File: config.mk
export PLATFORM = sky130hd
export DESIGN_NAME = cntdn_bb4
export DESIGN_NICKNAME = d
export VERILOG_FILES = /design/src/rtl/cntdn_bb4.sv
export SDC_FILE = /design/constraint.sdc
export NUM_CORES = 1
export LEC_CHECK = 0
export ABC_AREA = 1
export BUFFER_PORTS_ARGS = -buffer_cell sky130_fd_sc_hd__buf_2
export CAP_MARGIN = 20
export CORE_AREA = 2 2 39 41
export CTS_CLUSTER_DIAMETER = 100
export DETAILED_ROUTE_END_ITERATION = 8
export DIE_AREA = 0 0 41 43
export GPL_ROUTABILITY_DRIVEN = 0
export HOLD_SLACK_MARGIN = 0.08
export PLACE_DENSITY = 0.5
export SLEW_MARGIN = 40
export SYNTH_ARGS = -nofsm -noshare
export SYNTH_HDL_FRONTEND = slang
export SYNTH_SLANG_ARGS = --single-unit
File: constraint.sdc
create_clock -name CLK -period 1.1 [get_ports CLK]
set_input_delay 0.22 -clock CLK [delete_from_list [all_inputs] [get_ports CLK]]
set_output_delay 0.22 -clock CLK [all_outputs]
set_load 0.05 [all_outputs]
File: src/rtl/cntdn_bb4.sv
// Cascadable 4-bit synchronous down counter with combinational borrow-out and registered terminal-count pulse.
// Optional feature: define CNTDN_BB4_RELOAD_EN to reload from the last parallel-load value instead of wrapping to 1111.
module cntdn_bb4 (
  input  logic CLK,
  input  logic CDN,
  input  logic D0,
  input  logic D1,
  input  logic D2,
  input  logic D3,
  input  logic BI,
  input  logic EN,
  input  logic LD,
  input  logic CS,
  input  logic SS,
  output logic Q0,
  output logic Q1,
  output logic Q2,
  output logic Q3,
  output logic BO,
  output logic TC
);

  logic [3:0] count_q, count_d;
  logic [3:0] d_in;
  logic [3:0] wrap_val;
  logic       tc_q, tc_d;
  logic       dec;
  logic       ld_take;

  assign d_in    = {D3, D2, D1, D0};
  assign dec     = BI & EN;
  assign ld_take = LD & ~CS & ~SS;

`ifdef CNTDN_BB4_RELOAD_EN
  logic [3:0] reload_q, reload_d;

  always_comb begin
    reload_d = reload_q;
    if (ld_take) reload_d = d_in;
  end

  always_ff @(posedge CLK or negedge CDN) begin
    if (!CDN) reload_q <= 4'h0;
    else      reload_q <= reload_d;
  end

  assign wrap_val = reload_q;
`else
  assign wrap_val = 4'hF;
`endif

  // Priority: clear, set, load, decrement, hold. TC marks a decrement out of 0000.
  always_comb begin
    count_d = count_q;
    tc_d    = 1'b0;
    if (CS) begin
      count_d = 4'h0;
    end else if (SS) begin
      count_d = 4'hF;
    end else if (ld_take) begin
      count_d = d_in;
    end else if (dec) begin
      if (count_q == 4'h0) begin
        count_d = wrap_val;
        tc_d    = 1'b1;
      end else begin
        count_d = count_q - 4'h1;
      end
    end
  end

  always_ff @(posedge CLK or negedge CDN) begin
    if (!CDN) begin
      count_q <= 4'h0;
      tc_q    <= 1'b0;
    end else begin
      count_q <= count_d;
      tc_q    <= tc_d;
    end
  end

  // Borrow-out is combinational so a chain of stages decrements in one cycle.
  assign BO = dec & (count_q == 4'h0);
  assign TC = tc_q;
  assign {Q3, Q2, Q1, Q0} = count_q;

endmodule

== Yosys cells after proc, flatten, opt, wreduce, memory -nomap -nowiden ==
Cells that the tools add are included.
Word-level totals
  bits in registers: 5
  output and inout port bits: 6
  word-level logic and storage cells: 21
Operators by class
  add/sub/neg operators: 1
  multiplexer cells: 10
  bitwise gates (word level): 6
  reduce and logical (&&, ||, !) cells: 2
Operators with widths (number)
  2-to-1 mux 4 bit: 5
  2-to-1 mux 1 bit: 5
  bitwise AND 1 bit: 4
  logical NOT 4 bit: 1
  nonzero test 4 bit: 1
  subtractor 4 x 1 -> 4 bit, second input constant: 1
  NOT 1 bit: 2

== Depth between registers and ports, before layout ==
  depth after elaboration: 6
  mapped depth: 8
  mapped depth without buffers: 8

== Least setup slack after synthesis ==
OpenSTA, ideal clock, no wires.
  kind: register -> register
  start point: register count_q[1]
  end point: register tc_q, in the netlist TC
  library setup time: 0.069 ns
  data arrival time: 1.979 ns
  setup slack: -0.948 ns
  cell stages (with the launch flop): 6
  period minus slack after synthesis: 2.048 ns
  path through: dfrtp_1 inv_1 ha_1 nand2_1 nor3_2 and3_2
On the way
  word-level cells in the longest chain between the ends: 6
RTL lines
  start: declaration: line 23  | logic [3:0] count_q, count_d;
  start signal: assignment: line 77  | count_q <= count_d;
  logical NOT 4 bit: line 63  | if (count_q == 4'h0) begin
  2-to-1 mux 1 bit: line 63
  2-to-1 mux 1 bit: line 62  | end else if (dec) begin
  2-to-1 mux 1 bit: line 60  | end else if (ld_take) begin
  2-to-1 mux 1 bit: line 58  | end else if (SS) begin
  2-to-1 mux 1 bit: line 56  | if (CS) begin
  via tc_d: line 26  | logic tc_q, tc_d;
  end signal: assignment: line 78  | tc_q <= tc_d;
  end: declaration: line 26
The timed path passes the listed nets, and every way through them passes these cells.
A chain may end at the register's enable or synchronous reset.

== Worst setup path in the final report ==
  start point: register count_q[0]
  end point: output BO
On the way
  word-level cells in the longest chain between the ends: 2
RTL lines
  logical NOT 4 bit: line 83  | assign BO = dec & (count_q == 4'h0);
  bitwise AND 1 bit: line 83
  end: declaration: line 19  | output logic BO,
No other way between the ends.

==> impl_metrics.csv <==
group,metric,value,unit
logic_synthesis,yosys_warnings,0,
cells_and_area,finalInstanceArea,691,sq um
power,pwr_density_cell,1170,nW/um^2
route,routed_wl,971,um
route,drtIter0Drc,6,
route,viasPerCell,4.32,
global_route,grt_max_degree,7,
logic_synthesis,syn_nets,63,
cells_and_area,num-nets-final,100,
clock_tree,cts_buffer_depth,2,
timing,max_slew_margin,0.836,
timing,tns,-1.04,ns
power,irDropWorstVdd,0.000814,V
power,p_total,0.810,mW
worst_setup_path,crit_fanout,2,
die,io_pins,17,
worst_setup_path,cp-end-kind,"output port",
logic_synthesis,yosysSeqAreaShare,0.357,
run,maxCapViolCount,0,
worst_setup_path,worstRegToRegCells,8,
hold_path,holdPathStages,5,
worst_setup_path,cpLargestDelayFamily,"flip-flops",
timing,min_period,1.45,ns
worst_setup_path,path_depth,5,
clock_tree,root_buffer,"clkbuf_4",
cells_and_area,fill_cells,134,
hold_path,hp-class,"input port to flop",
route,ant_nets,0,
worst_setup_path,reg2reg_to,"TC$_DFF_PN0_",
worst_setup_path,rr_startpoint,"count_q[0]$_DFFE_PN0P_",
timing,setup_slack,-0.346,ns
timing,holdWs,0.291,ns
logic_synthesis,postSynthAreaPerCell,6.87,sq um
clock_tree,cts_buffers,3,
clock_tree,h-tree-depth,1,
place,port_buffers,16,
worst_setup_path,crit_path_cell_trace,"inv_2, ha_4, nand2_4, nor3_4, buf_6",
worst_setup_path,cpPeakStageDelay,0.40,ns
die,fp.dieH,43,um
route,drc_errors,0,
timing,timing.final.setup_violations,8,
logic_synthesis,syn-instance-count,51,
die,die_w,41,um
timing,hold_violations,0,
route,vias,445,
global_route,grt.overflow.total,0,
die,fp-row-count,14,
cells_and_area,antenna_cells,0,
die,die-area,1760,sq um
cells_and_area,finalNonFillerCells,103,
place,dp_cells,91,
die,start_util,0.253,
cells_and_area,layout_commonest_cell,"nand2_1",
worst_setup_path,path_buf_inv,2,
cells_and_area,final_cell_mix,"nand2_1, buf_2, buf_4, buf_6",
worst_setup_path,r2r_slack,-0.24,ns
clock_tree,clock_latency,0.23,ns
place,dpl_worst_slack,-0.231,ns
status,violations,"setup timing",
cells_and_area,multi_input_area,233,sq um
worst_setup_path,cp-endpoint,"BO",
route,dr.pass1.iters,4,
power,leakagePower,0.375,nW
worst_setup_path,critPathLaunch,"count_q[0]$_DFFE_PN0P_",
clock_tree,clk_pin_slew,0.04,ns
cells_and_area,utilization,0.499,
timing,rsz0062_at_grt,"yes",
clock_tree,tritoncts,"done",
timing,post-route-period-util,1.31,
logic_synthesis,ys_ff_latch,5,
place,dp_hpwl,737,um
cells_and_area,drive_gt1_frac,0.609,
worst_setup_path,critPathArrivalTime,1.23,ns
logic_synthesis,synth_cell_types,18,
timing,max_freq,692,MHz
logic_synthesis,syn_area,350,sq um
worst_setup_path,worstSetupPathType,"flop to output port",
global_route,grt_pass1_vias,425,
global_route,grt_pass1_wl,1620,um
cells_and_area,seqCellArea,129,sq um
worst_setup_path,slowest_stage,"dfrtp_2",
worst_setup_path,required,0.88,ns
place,place_area,547,sq um
clock_tree,clock_sinks,5,
timing,finalMaxSlewViolations,0,
worst_setup_path,startpoint_type,"flop",
route,wl_per_cell,9.43,um
timing,finalClockSkew,0.00173,ns
status,status,"finished with violations",
cells_and_area,area_growth,97.1,%
die,core,1380,sq um
global_route,grtUsageTotal,0.133,
timing,worst_slew_pin_slew,0.247,ns
global_route,antenna_found_initial,0,
## worst register-to-register path, cell delays in order (launching register included)
cell and delay [ns]:
dfrtp_2 0.40, inv_2 0.08, ha_4 0.15, nand2_4 0.05, nor3_4 0.13, buf_4 0.14
buf_6 0.09, buf_6 0.08, and3_4 0.16
## cells by family after synthesis
kind of cell               count (synthesis)  share of synthesized area
DFF                                        5                      0.357
adders and majority gates                  1                     0.0357
and+or+nand+nor                           27                      0.364
AOI/OAI and AO/OA                          9                      0.146
buffers and inverters                      9                     0.0965
## sequential cells by signal (all words and copies together) (netlist names)
register  cells
TC            1
count_q       4
## synth_stat cells, drive strengths merged
cell type  number  share of area
a21oi           4          0.057
and3            1          0.021
dfrtp           5           0.36
ha              1          0.036
inv             9          0.096
nand2          18           0.20
nand3           3          0.057
nand4           1          0.018
nor2            3          0.039
nor3            1          0.029
o211ai          1          0.021
o21ai           4          0.068
## report_power, final
group          total (mW)  switching, mW  internal, mW
sequential          0.220         0.0155         0.205
combinational       0.384          0.208         0.177
clock               0.206         0.0690         0.137
total               0.810          0.292         0.518
## repair_timing
| item | in CTS | in global routing |
|---|---|---|
| resized for setup | 16 | 2 |
| hold buffers | 1 | 0 |
| pin swaps | 3 | 5 |
| endpoints found under the setup margin | 7 | 8 |
| buffers inserted | 6 | 2 |
| endpoints found under the hold margin | 5 | 0 |
## layout make-up
cell class / instances / share of cell area
clock buffer: 4 / 0.0380
inverter: 9 / 0.0525
multi-input combinational: 37 / 0.337
sequential: 5 / 0.187
tap: 16 / 0.0290
timing repair buffer: 32 / 0.357
## worst min-delay path by stage
stage,startpoint,endpoint,slack [ns]
6_report,D0,count_q[0]$_DFFE_PN0P_,0.29
5_1_grt,D0,count_q[0]$_DFFE_PN0P_,0.32
4_1_cts,D0,count_q[0]$_DFFE_PN0P_,0.29
3_5_place_dp,CDN,TC$_DFF_PN0_,0.04
3_3_place_gp,CDN,TC$_DFF_PN0_,0.04
2_1_floorplan,CDN,TC$_DFF_PN0_,-0.08
## layer usage
metal	wire length [um]	global-route usage	up-vias
met3	35	0	0
met1	406	0.180	197
met4	0	0.0400	0
met2	530	0.222	11
li1	-	-	237
met5	0	0	-
Note: power is estimated with default switching activity, not from simulation.
